`src/rtl/e603_sram_ctrl_pkg.sv`:
```
// e603_sram_pkg: power-state encodings and shared constants for the SRAM initiator
package e603_sram_pkg;
    localparam logic [1:0] ST_ACTIVE = 2'd0;
    localparam logic [1:0] ST_SLEEP  = 2'd1;
    localparam logic [1:0] ST_WAKE   = 2'd2;
    localparam int RSP_DEPTH = 3;

    function automatic int word_lsb(input int mw);
        return $clog2(mw);
    endfunction

    localparam int WORD_LSB = word_lsb(4);
endpackage

```
`src/rtl/e603_sram_ctrl_if.sv`:
```
// e603_sram_ctrl_if: command and response channels between a bus slave port and the SRAM initiator
interface e603_sram_ctrl_if #(
    parameter int DW = 32,
    parameter int AW = 32
) ();
    localparam int MW = DW / 8;
    logic          cmd_valid;
    logic          cmd_ready;
    logic          cmd_read;
    logic [AW-1:0] cmd_addr;
    logic [DW-1:0] cmd_wdata;
    logic [MW-1:0] cmd_wmask;
    logic          rsp_valid;
    logic          rsp_ready;
    logic [DW-1:0] rsp_rdata;
    logic          rsp_err;

    modport master (
        output cmd_valid, cmd_read, cmd_addr, cmd_wdata, cmd_wmask, rsp_ready,
        input  cmd_ready, rsp_valid, rsp_rdata, rsp_err
    );

    modport slave (
        input  cmd_valid, cmd_read, cmd_addr, cmd_wdata, cmd_wmask, rsp_ready,
        output cmd_ready, rsp_valid, rsp_rdata, rsp_err
    );
endinterface

```
`src/rtl/e603_sram_ctrl_rsp_fifo.sv`:
```
// e603_sram_rsp_fifo: small in-order response FIFO with occupancy count and same-cycle push/pop
module e603_sram_rsp_fifo #(
    parameter int W     = 33,
    parameter int DEPTH = 3
) (
    input  logic                         clk,
    input  logic                         rst_n,
    input  logic                         push_i,
    input  logic [W-1:0]                 din_i,
    input  logic                         pop_i,
    output logic [W-1:0]                 dout_o,
    output logic [$clog2(DEPTH+1)-1:0]   cnt_o
);
    localparam int PW = $clog2(DEPTH);
    localparam int CW = $clog2(DEPTH + 1);

    logic [W-1:0]  mem_q [DEPTH];
    logic [PW-1:0] wp_q, wp_d, rp_q, rp_d;
    logic [CW-1:0] cnt_q, cnt_d;

    function automatic logic [PW-1:0] inc(input logic [PW-1:0] p);
        return (p == PW'(DEPTH - 1)) ? '0 : p + 1'b1;
    endfunction

    always_comb begin
        wp_d  = push_i ? inc(wp_q) : wp_q;
        rp_d  = pop_i ? inc(rp_q) : rp_q;
        cnt_d = cnt_q + CW'(push_i) - CW'(pop_i);
    end

    always_ff @(posedge clk or negedge rst_n) begin
        if (!rst_n) begin
            wp_q  <= '0;
            rp_q  <= '0;
            cnt_q <= '0;
        end else begin
            wp_q  <= wp_d;
            rp_q  <= rp_d;
            cnt_q <= cnt_d;
        end
    end

    always_ff @(posedge clk) begin
        if (push_i) mem_q[wp_q] <= din_i;
    end

    // Head is forced to zero when empty so the response bus is quiet after reset.
    assign dout_o = (cnt_q != '0) ? mem_q[rp_q] : '0;
    assign cnt_o  = cnt_q;
endmodule

```
`src/rtl/e603_sram_ctrl.sv`:
```
// e603_sram_ctrl: valid/ready command channel to single-port SRAM strobes, in-order responses, idle light sleep
module e603_sram_ctrl
    import e603_sram_pkg::*;
#(
    parameter int DP          = 512,
    parameter int DW          = 32,
    parameter int MW          = DW / 8,
    parameter int AW          = 32,
    parameter int RAW         = $clog2(DP),
    parameter int IDLE_LS_CNT = 16
) (
    input  logic            clk,
    input  logic            rst_n,
    e603_sram_ctrl_if.slave bus,
    output logic            ram_cs_o,
    output logic            ram_we_o,
    output logic [MW-1:0]   ram_wem_o,
    output logic [RAW-1:0]  ram_addr_o,
    output logic [DW-1:0]   ram_din_o,
    input  logic [DW-1:0]   ram_dout_i,
    output logic            ram_ls_o,
    output logic            ram_ds_o,
    output logic            ram_sd_o
);
    localparam int LSB = word_lsb(MW);
    localparam int IW  = AW - LSB;
    localparam int CW  = $clog2(IDLE_LS_CNT + 2);
    localparam int FW  = $clog2(RSP_DEPTH + 1);

    logic [IW-1:0] idx;
    logic          in_range, acc, idle;
    logic          s1_vld_q, s1_rd_q, s1_err_q;
    logic [1:0]    st_q, st_d;
    logic          ls_q, ls_d;
    logic [CW-1:0] idle_q, idle_d;
    logic [FW-1:0] fifo_cnt;
    logic [DW:0]   push_data, head;

    assign idx      = bus.cmd_addr[AW-1:LSB];
    assign in_range = idx < IW'(DP);
    // rst_n gates ready so the SRAM strobes drop the instant reset is applied.
    assign bus.cmd_ready = rst_n && (st_q == ST_ACTIVE) && (int'(fifo_cnt) + int'(s1_vld_q) < RSP_DEPTH);
    assign acc        = bus.cmd_valid && bus.cmd_ready;
    assign ram_cs_o   = acc && in_range;
    assign ram_we_o   = ram_cs_o && !bus.cmd_read;
    assign ram_wem_o  = ram_we_o ? bus.cmd_wmask : '0;
    assign ram_addr_o = ram_cs_o ? idx[RAW-1:0] : '0;
    assign ram_din_o  = ram_cs_o ? bus.cmd_wdata : '0;
    assign ram_ls_o   = ls_q;
    assign ram_ds_o   = 1'b0;
    assign ram_sd_o   = 1'b0;

    always_ff @(posedge clk or negedge rst_n) begin
        if (!rst_n) begin
            s1_vld_q <= 1'b0;
            s1_rd_q  <= 1'b0;
            s1_err_q <= 1'b0;
        end else begin
            s1_vld_q <= acc;
            s1_rd_q  <= bus.cmd_read;
            s1_err_q <= !in_range;
        end
    end

    assign push_data = {(s1_rd_q && !s1_err_q) ? ram_dout_i : '0, s1_err_q};

    e603_sram_rsp_fifo #(.W(DW + 1), .DEPTH(RSP_DEPTH)) u_fifo (
        .clk    (clk),
        .rst_n  (rst_n),
        .push_i (s1_vld_q),
        .din_i  (push_data),
        .pop_i  (bus.rsp_valid && bus.rsp_ready),
        .dout_o (head),
        .cnt_o  (fifo_cnt)
    );

    assign bus.rsp_valid = fifo_cnt != '0;
    assign {bus.rsp_rdata, bus.rsp_err} = head;

    // Idle means nothing requested and nothing still in flight through S1.
    assign idle = !bus.cmd_valid && !s1_vld_q;

    always_comb begin
        st_d   = st_q;
        ls_d   = ls_q;
        idle_d = '0;
        if (st_q == ST_ACTIVE) begin
            idle_d = (idle && IDLE_LS_CNT != 0) ? idle_q + 1'b1 : '0;
            if (idle && IDLE_LS_CNT != 0 && idle_q == CW'(IDLE_LS_CNT - 1)) begin
                st_d   = ST_SLEEP;
                ls_d   = 1'b1;
                idle_d = '0;
            end
        end else if (st_q == ST_SLEEP) begin
            st_d = bus.cmd_valid ? ST_WAKE : ST_SLEEP;
            ls_d = !bus.cmd_valid;
        end else begin
            st_d = ST_ACTIVE;
        end
    end

    always_ff @(posedge clk or negedge rst_n) begin
        if (!rst_n) begin
            st_q   <= ST_ACTIVE;
            ls_q   <= 1'b0;
            idle_q <= '0;
        end else begin
            st_q   <= st_d;
            ls_q   <= ls_d;
            idle_q <= idle_d;
        end
    end
endmodule

```
`src/flat_wrapper.sv`:
```
// flat-port wrapper written by rule: the top's interface ports become plain ports
module e603_sram_ctrl_flat import e603_sram_pkg::*;
#(
    parameter int DP          = 512,
    parameter int DW          = 32,
    parameter int MW          = DW / 8,
    parameter int AW          = 32,
    parameter int RAW         = $clog2(DP),
    parameter int IDLE_LS_CNT = 16
)
  (clk, rst_n, ram_cs_o, ram_we_o, ram_wem_o, ram_addr_o, ram_din_o, ram_dout_i, ram_ls_o, ram_ds_o, ram_sd_o, bus_cmd_valid, bus_cmd_read, bus_cmd_addr, bus_cmd_wdata, bus_cmd_wmask, bus_rsp_ready, bus_cmd_ready, bus_rsp_valid, bus_rsp_rdata, bus_rsp_err);
  e603_sram_ctrl_if #(.DW(DW), .AW(AW)) bus_i ();
  input  logic clk;
  input  logic rst_n;
  output logic ram_cs_o;
  output logic ram_we_o;
  output logic [MW-1:0] ram_wem_o;
  output logic [RAW-1:0] ram_addr_o;
  output logic [DW-1:0] ram_din_o;
  input  logic [DW-1:0] ram_dout_i;
  output logic ram_ls_o;
  output logic ram_ds_o;
  output logic ram_sd_o;
  input wire logic [$bits(bus_i.cmd_valid)-1:0] bus_cmd_valid;
  input wire logic [$bits(bus_i.cmd_read)-1:0] bus_cmd_read;
  input wire logic [$bits(bus_i.cmd_addr)-1:0] bus_cmd_addr;
  input wire logic [$bits(bus_i.cmd_wdata)-1:0] bus_cmd_wdata;
  input wire logic [$bits(bus_i.cmd_wmask)-1:0] bus_cmd_wmask;
  input wire logic [$bits(bus_i.rsp_ready)-1:0] bus_rsp_ready;
  output wire logic [$bits(bus_i.cmd_ready)-1:0] bus_cmd_ready;
  output wire logic [$bits(bus_i.rsp_valid)-1:0] bus_rsp_valid;
  output wire logic [$bits(bus_i.rsp_rdata)-1:0] bus_rsp_rdata;
  output wire logic [$bits(bus_i.rsp_err)-1:0] bus_rsp_err;
  assign bus_i.cmd_valid = bus_cmd_valid;
  assign bus_i.cmd_read = bus_cmd_read;
  assign bus_i.cmd_addr = bus_cmd_addr;
  assign bus_i.cmd_wdata = bus_cmd_wdata;
  assign bus_i.cmd_wmask = bus_cmd_wmask;
  assign bus_i.rsp_ready = bus_rsp_ready;
  assign bus_cmd_ready = bus_i.cmd_ready;
  assign bus_rsp_valid = bus_i.rsp_valid;
  assign bus_rsp_rdata = bus_i.rsp_rdata;
  assign bus_rsp_err = bus_i.rsp_err;
  e603_sram_ctrl #(.DP(DP), .DW(DW), .MW(MW), .AW(AW), .RAW(RAW), .IDLE_LS_CNT(IDLE_LS_CNT)) u_core (.clk(clk), .rst_n(rst_n), .bus(bus_i), .ram_cs_o(ram_cs_o), .ram_we_o(ram_we_o), .ram_wem_o(ram_wem_o), .ram_addr_o(ram_addr_o), .ram_din_o(ram_din_o), .ram_dout_i(ram_dout_i), .ram_ls_o(ram_ls_o), .ram_ds_o(ram_ds_o), .ram_sd_o(ram_sd_o));
endmodule
```
`config.mk`:
```
export PLATFORM = sky130hd
export DESIGN_NAME = e603_sram_ctrl_flat
export DESIGN_NICKNAME = d
export VERILOG_FILES = /design/src/rtl/e603_sram_ctrl_pkg.sv /design/src/rtl/e603_sram_ctrl_if.sv /design/src/rtl/e603_sram_ctrl_rsp_fifo.sv /design/src/rtl/e603_sram_ctrl.sv /design/src/flat_wrapper.sv
export SDC_FILE = /design/constraint.sdc
export NUM_CORES = 1
export LEC_CHECK = 0
export ABC_AREA = 1
export CORE_MARGIN = 8
export CORE_UTILIZATION = 46
export DETAILED_ROUTE_END_ITERATION = 10
export PLACE_DENSITY = 0.81
export SKIP_CTS_REPAIR_TIMING = 1
export SYNTH_ARGS = -nofsm -noshare
export SYNTH_HDL_FRONTEND = slang
export SYNTH_SLANG_ARGS = --single-unit
```
`constraint.sdc`:
```
create_clock -name clk -period 4.4 [get_ports clk]
set_input_delay 0.66 -clock clk [delete_from_list [all_inputs] [get_ports clk]]
set_output_delay 0.66 -clock clk [all_outputs]
set_load 0.1 [all_outputs]
```
==> results of run 1 <==
==> synth_stat cells <==
cell type	number	area share (%)
a21oi_1	1	0.089
and3_1	42	4.7
buf_1	1	0.067
buf_2	6	0.54
buf_4	3	0.40
buf_6	5	1.0
clkbuf_1	11	0.74
clkbuf_2	4	0.36
conb_1	1	0.067
dfrtp_1	17	7.6
edfxtp_1	99	53
ha_1	6	1.3
inv_1	138	9.2
nand2_1	72	4.8
nand3_1	27	2.4
nor2_1	69	4.6
nor2_2	1	0.11
nor2_4	1	0.20
nor3_1	5	0.45
o211ai_2	22	4.9
o21ai_0	24	2.1
o21bai_1	2	0.27
or2_1	2	0.22
xnor2_1	3	0.47
xor2_1	1	0.16
==> metal layers <==
metal	share of wire, %	wire [um]	global-route usage [%]
met1	33	5340	19.60
met2	55	8858	38.96
met3	9.8	1562	9.133
met4	1.6	250	5.803
met5	0	0	0
==> cell families (layout without fill, tap and decap cells) <==
family	count (synthesis)	count (layout)	synth area share [%]
other	1	2	0.06694
buffers and inverters	168	367	12.35
DFF	116	116	60.67
xor gates and xnor gates	4	4	0.6255
AOI/OAI and AO/OA	49	49	7.416
adders and majority gates	6	6	1.340
and+or+nand+nor	219	219	17.53
==> worst register-to-register path, delay by kind of cell, from the launching register on <==
| kind | cells | cell delay, ns |
|---|---|---|
| adders and majority gates | 2 | 0.39 |
| buffers and inverters | 3 | 1.00 |
| and+or+nand+nor | 2 | 0.40 |
| xor gates and xnor gates | 1 | 0.12 |
| DFF | 1 | 0.40 |
==> final timing paths <==
path | cells after the start | to
worst max-delay path | 8 | ram_wem_o[3]
worst min-delay path | 1 | u_core.idle_q[0]$_DFF_PN0_
worst max register to register | 8 | u_core.u_fifo.cnt_o[1]$_DFF_PN0_
worst min register to register | 1 | u_core.idle_q[0]$_DFF_PN0_
max in group asynchronous | 2 | u_core.u_fifo.rp_q[0]$_DFFE_PN0P_
min in group asynchronous | 2 | u_core.st_q[0]$_DFFE_PN0P_
==> power breakdown <==
group	switching, mW	leakage, nW	internal (mW)
Clock	0.468	0.294	0.939
Sequential	0.0511	1.13	1.33
Combinational	2.57	2.64	0.856
Total	3.09	4.07	3.13
==> placed cells by master (no fill, tap or decap), drive strengths merged <==
cell type,synthesis,final
nor2,71,71
ha,6,6
bufinv,0,4
edfxtp,99,99
xor2,1,1
inv,138,139
o211ai,22,22
conb,1,2
nand2,72,72
nand3,27,27
nor3,5,5
or2,2,2
clkinvlp,0,3
a21oi,1,1
o21ai,24,24
clkbuf,15,17
clkinv,0,7
xnor2,3,3
clkdlybuf4s50,0,103
and3,42,42
o21bai,2,2
buf,15,94
dfrtp,17,17
==> sequential cells by signal, summed over array words and instances, names as in the netlist, 2 cells and up <==
register,flops
u_core.u_fifo.wp_q,2
u_core.u_fifo.cnt_o,2
u_core.st_q,2
u_core.u_fifo.mem_q,99
u_core.u_fifo.rp_q,2
u_core.idle_q,5
==> layout make-up <==
| type | instances | share of cell area, % |
|---|---|---|
| sequential | 116 | 38.98 |
| timing repair buffer | 197 | 28.39 |
| multi-input combinational | 280 | 17.55 |
| inverter | 138 | 5.941 |
| clock buffer | 17 | 4.879 |
| clock inverter | 15 | 2.153 |
| tap | 147 | 2.110 |
==> qor.txt, run 1 <==
Post-place setup slack -> 1.013 ns
Dpl cells -> 878
Crit share post-route -> 78.60%
Worst-Skew Late Latency -> 0.40 ns
Seq/Total Area, Yosys -> 60.67%
Initial Util -> 46.83%
DP Wirelength -> 11,780 um
Final std cells w/o fill -> 910
Library cells used by synthesis -> 25
Setup TNS -> 0 ns
Grt total ovfl -> 0
Util after Layout -> 72.89%
Die area -> 0.01596 sq mm
Multi-input gate area -> 0.001530 sq mm
Synth Cell Area -> 0.005602 sq mm
Data required time at the worst endpoint -> 3.74 ns
Post-route cell area -> 0.008718 sq mm
Fillcell total -> 798
Drt total wl -> 16,010 um
F_max -> 289.2 MHz
Minimum clock period -> 3.458 ns
CP max FO -> 19
Pwr Total -> 6.217 mW
Unrepaired setup endpoints after global routing -> no
Setup Crit Path Kind -> reg2out
CTS Buffer Depth -> 2
Critical path, cell by cell -> ha_1 > ha_1 > nand2_1 > nand3_1 > nor2_2 > nand3_1 > nor2_1 > buf_12
Maxcap violations -> 0
DRC viols -> 0
CP Launch Type -> flop
H-tree levels -> 4
Clock transition at path regs -> 0.05 ns
RR Startpoint -> u_core.u_fifo.cnt_o[1]$_DFF_PN0_
Final Max Slew Viols -> 0
Drt first pass iters -> 6
Vias -> 4,611
Number of global-route vias before repair -> 4,922
DR vias/cell -> 5.067
Worst hold path class -> reg2reg
Nets -> 861
CTS tree -> built
Die height -> 126.4 um
DRT antenna net count -> 0
R2r setup slk -> 2.02 ns
Setup slack after layout -> 0.9417 ns
Clk_skew -> 0.005495 ns
Antenna violations before repair -> 0
Area growth from synthesis to layout -> 55.64%
Mean area per synthesized cell -> 9.950 sq um
Largest net degree at the start of global routing -> 36
Crit-path max cell delay -> 0.51 ns
WL/cell -> 17.60 um
Min-Delay Startpoint -> u_core.idle_q[0]$_DFF_PN0_
YS warnings -> 0
Proportion of layout cells with a drive suffix above 1 -> 19.92%
Register area -> 0.003398 sq mm
Final hold vios -> 0
Max rail drop VDD -> 0.0004757 V
First-pass GRT wire length -> 25,490 um
Outcome -> complete, no violations
Lkg Pwr -> 4.068 nW
Setup violations, final -> 0
CP startpoint -> u_core.s1_vld_q$_DFF_PN0_
Placer Congestion -> 0.7995
I/O pin count -> 190
Bufs and invs on worst path -> 1
Row count -> 40
Placed cell areas -> 0.008105 sq mm
Worst path slowest cell -> nor2_2
Worst Tran Pin Value -> 1.115 ns
GR Util All Layers -> 20.60%
Hold slack -> 0.4798 ns
WP data arrival -> 2.80 ns
Cells after synthesis -> 563
Die X -> 126.4 um
CTS buffer count -> 17
IO Port Bufs -> 185
Iteration-0 DRC Markers -> 297
CTS sink cnt -> 116
Synthesis-stage register bit count -> 116
Diodes inserted -> 0
CP delay by family, top -> simple AND/OR/NAND/NOR gates
Endpoint class of the critical path -> primary output
Root buffer selected by CTS -> clkbuf_16
PwrDens -> 713.1 mW/mm^2
CORE AREA -> 0.01196 sq mm
Slew margin rel. -> 25.56%
Note: power is estimated with default switching activity, not from simulation.
==> run 2: changes to the inputs <==
clock period = 3.26 ns   (was 4.4 ns; I/O delays follow)
==> qor.txt, run 2 (same netlist as run 1, synthesis figures left out) <==
Outcome -> complete, no violations
DP Wirelength -> 11,740 um
Worst Tran Pin Value -> 1.004 ns
Iteration-0 DRC Markers -> 232
Diodes inserted -> 0
Slew margin rel. -> 33.04%
Worst-Skew Late Latency -> 0.41 ns
Proportion of layout cells with a drive suffix above 1 -> 20.52%
Die height -> 126.4 um
WP data arrival -> 2.52 ns
Largest net degree at the start of global routing -> 43
CTS sink cnt -> 116
Commonest non-fill, non-tap cell in the layout -> inv_1
Root buffer selected by CTS -> clkbuf_16
Post-route cell area -> 0.009025 sq mm
CORE AREA -> 0.01196 sq mm
PwrDens -> 996.0 mW/mm^2
Lkg Pwr -> 4.153 nW
Crit share post-route -> 92.16%
Nets -> 863
CP Launch Type -> flop
Max rail drop VDD -> 0.0005091 V
Setup Crit Path Kind -> reg2out
Final Max Slew Viols -> 0
Number of global-route vias before repair -> 4,974
Hold slack -> 0.4658 ns
Die area -> 0.01596 sq mm
R2r setup slk -> 1.39 ns
Multi-input gate area -> 0.001539 sq mm
Setup TNS -> 0 ns
Area growth from synthesis to layout -> 61.11%
CTS buffer count -> 17
Combinational share of power -> 58.7%
Clock transition at path regs -> 0.05 ns
Worst hold path class -> reg2reg
Setup violations, final -> 0
DRT antenna net count -> 0
Regs by FF count -> u_core.u_fifo.mem_q: 99 flops, u_core.idle_q: 5 flops
WL/cell -> 17.63 um
Initial Util -> 46.83%
Grt total ovfl -> 0
Setup crit end -> bus_rsp_rdata[8]
Drt first pass iters -> 5
P_int -> 4.687 mW
Number of flip-flops in the largest register -> 99
F_max -> 332.9 MHz
Vias -> 4,603
Switch share -> 47.86%
Commonest cells after routing, fill and taps aside -> inv_1 (138), clkdlybuf4s50_1 (102), edfxtp_1 (99)
Endpoint class of the critical path -> primary output
Most flops, register -> u_core.u_fifo.mem_q
Fillcell total -> 727
IO Port Bufs -> 185
Register area -> 0.003398 sq mm
Reg2Reg Depth -> 2
Maxcap violations -> 0
CP startpoint -> u_core.u_fifo.rp_q[1]$_DFFE_PN0P_
Final hold vios -> 0
First-pass GRT wire length -> 25,300 um
Placer Congestion -> 0.8399
Antenna violations before repair -> 0
CTS tree -> built
Placed cell areas -> 0.008412 sq mm
Row count -> 40
RR Endpoint -> u_core.u_fifo.rp_q[0]$_DFFE_PN0P_
Drt total wl -> 16,080 um
Data required time at the worst endpoint -> 2.77 ns
CTS Buffer Depth -> 2
RR Startpoint -> u_core.u_fifo.rp_q[1]$_DFFE_PN0P_
Unrepaired setup endpoints after global routing -> no
Clk_skew -> 0.009992 ns
Clk pwr share -> 20.3%
GR Util All Layers -> 20.40%
I/O pin count -> 190
Switch Pwr -> 4.302 mW
DR vias/cell -> 5.047
CP max FO -> 14
Die X -> 126.4 um
DRC viols -> 0
Minimum clock period -> 3.004 ns
H-tree levels -> 4
Sequential share of power -> 21.0%
run 2: cell type report:
type	instances	area share [%]
Inverter	138	5.740
Clock buffer	22	5.740
Clock inverter	10	1.026
Timing Repair Buffer	199	30.75
Tap cell	147	2.038
Multi-Input combinational cell	280	17.05
Sequential cell	116	37.65
run 2: power by group through the flow:
stage               Combinational, mW  Sequential (mW)  Clock, mW
global route                     5.49             1.91       1.90
CTS                              5.32             1.89       1.84
floorplan                        3.44             1.88          0
finish                           5.28             1.89       1.82
detailed placement               5.28             1.91          0
global placement                 5.21             1.90          0
run 2: worst min path at each step:
stage / startpoint / to / slack, ns / cells after the start
final: u_core.idle_q[0]$_DFF_PN0_ / u_core.idle_q[0]$_DFF_PN0_ / 0.47 / 1
after global routing: u_core.idle_q[0]$_DFF_PN0_ / u_core.idle_q[0]$_DFF_PN0_ / 0.49 / 1
after CTS: u_core.idle_q[0]$_DFF_PN0_ / u_core.idle_q[0]$_DFF_PN0_ / 0.47 / 1
after detailed placement: u_core.idle_q[0]$_DFF_PN0_ / u_core.idle_q[0]$_DFF_PN0_ / 0.46 / 1
after global placement: u_core.idle_q[0]$_DFF_PN0_ / u_core.idle_q[0]$_DFF_PN0_ / 0.44 / 1
after floorplan: rst_n / u_core.idle_q[0]$_DFF_PN0_ / 0.19 / 0
run 2: metal layers:
metal | GRT usage, % | up-vias | part of all wire, %
met5 | 0 | - | 0
met1 | 18.32 | 2194 | 33
li1 | - | 2170 | -
met4 | 7.077 | 0 | 2.0
met3 | 9.719 | 31 | 10
met2 | 38.74 | 208 | 55
run 2: critical path: stages, from the launching register on:
cell     delay [ns]
dfrtp_1        0.52
buf_4          0.28
inv_1          0.30
nand2_2        0.26
o21ai_0        0.30
o21ai_0        0.13
inv_1          0.14
buf_12         0.18
run 2: per-stage QoR:
| step | worst slack (ns) | instances | power, mW | util (%) |
|---|---|---|---|---|
| floorplan | 0.003043 | 564 | 5.319 | - |
| global placement | 0.4825 | 880 | 7.114 | 70.32 |
| detailed placement | 0.4263 | 880 | 7.198 | 70.32 |
| CTS | 0.1014 | 912 | 9.043 | 75.43 |
| global route | 0.07543 | 912 | 9.292 | 75.45 |
| finish | 0.2557 | 912 | 8.988 | 75.45 |
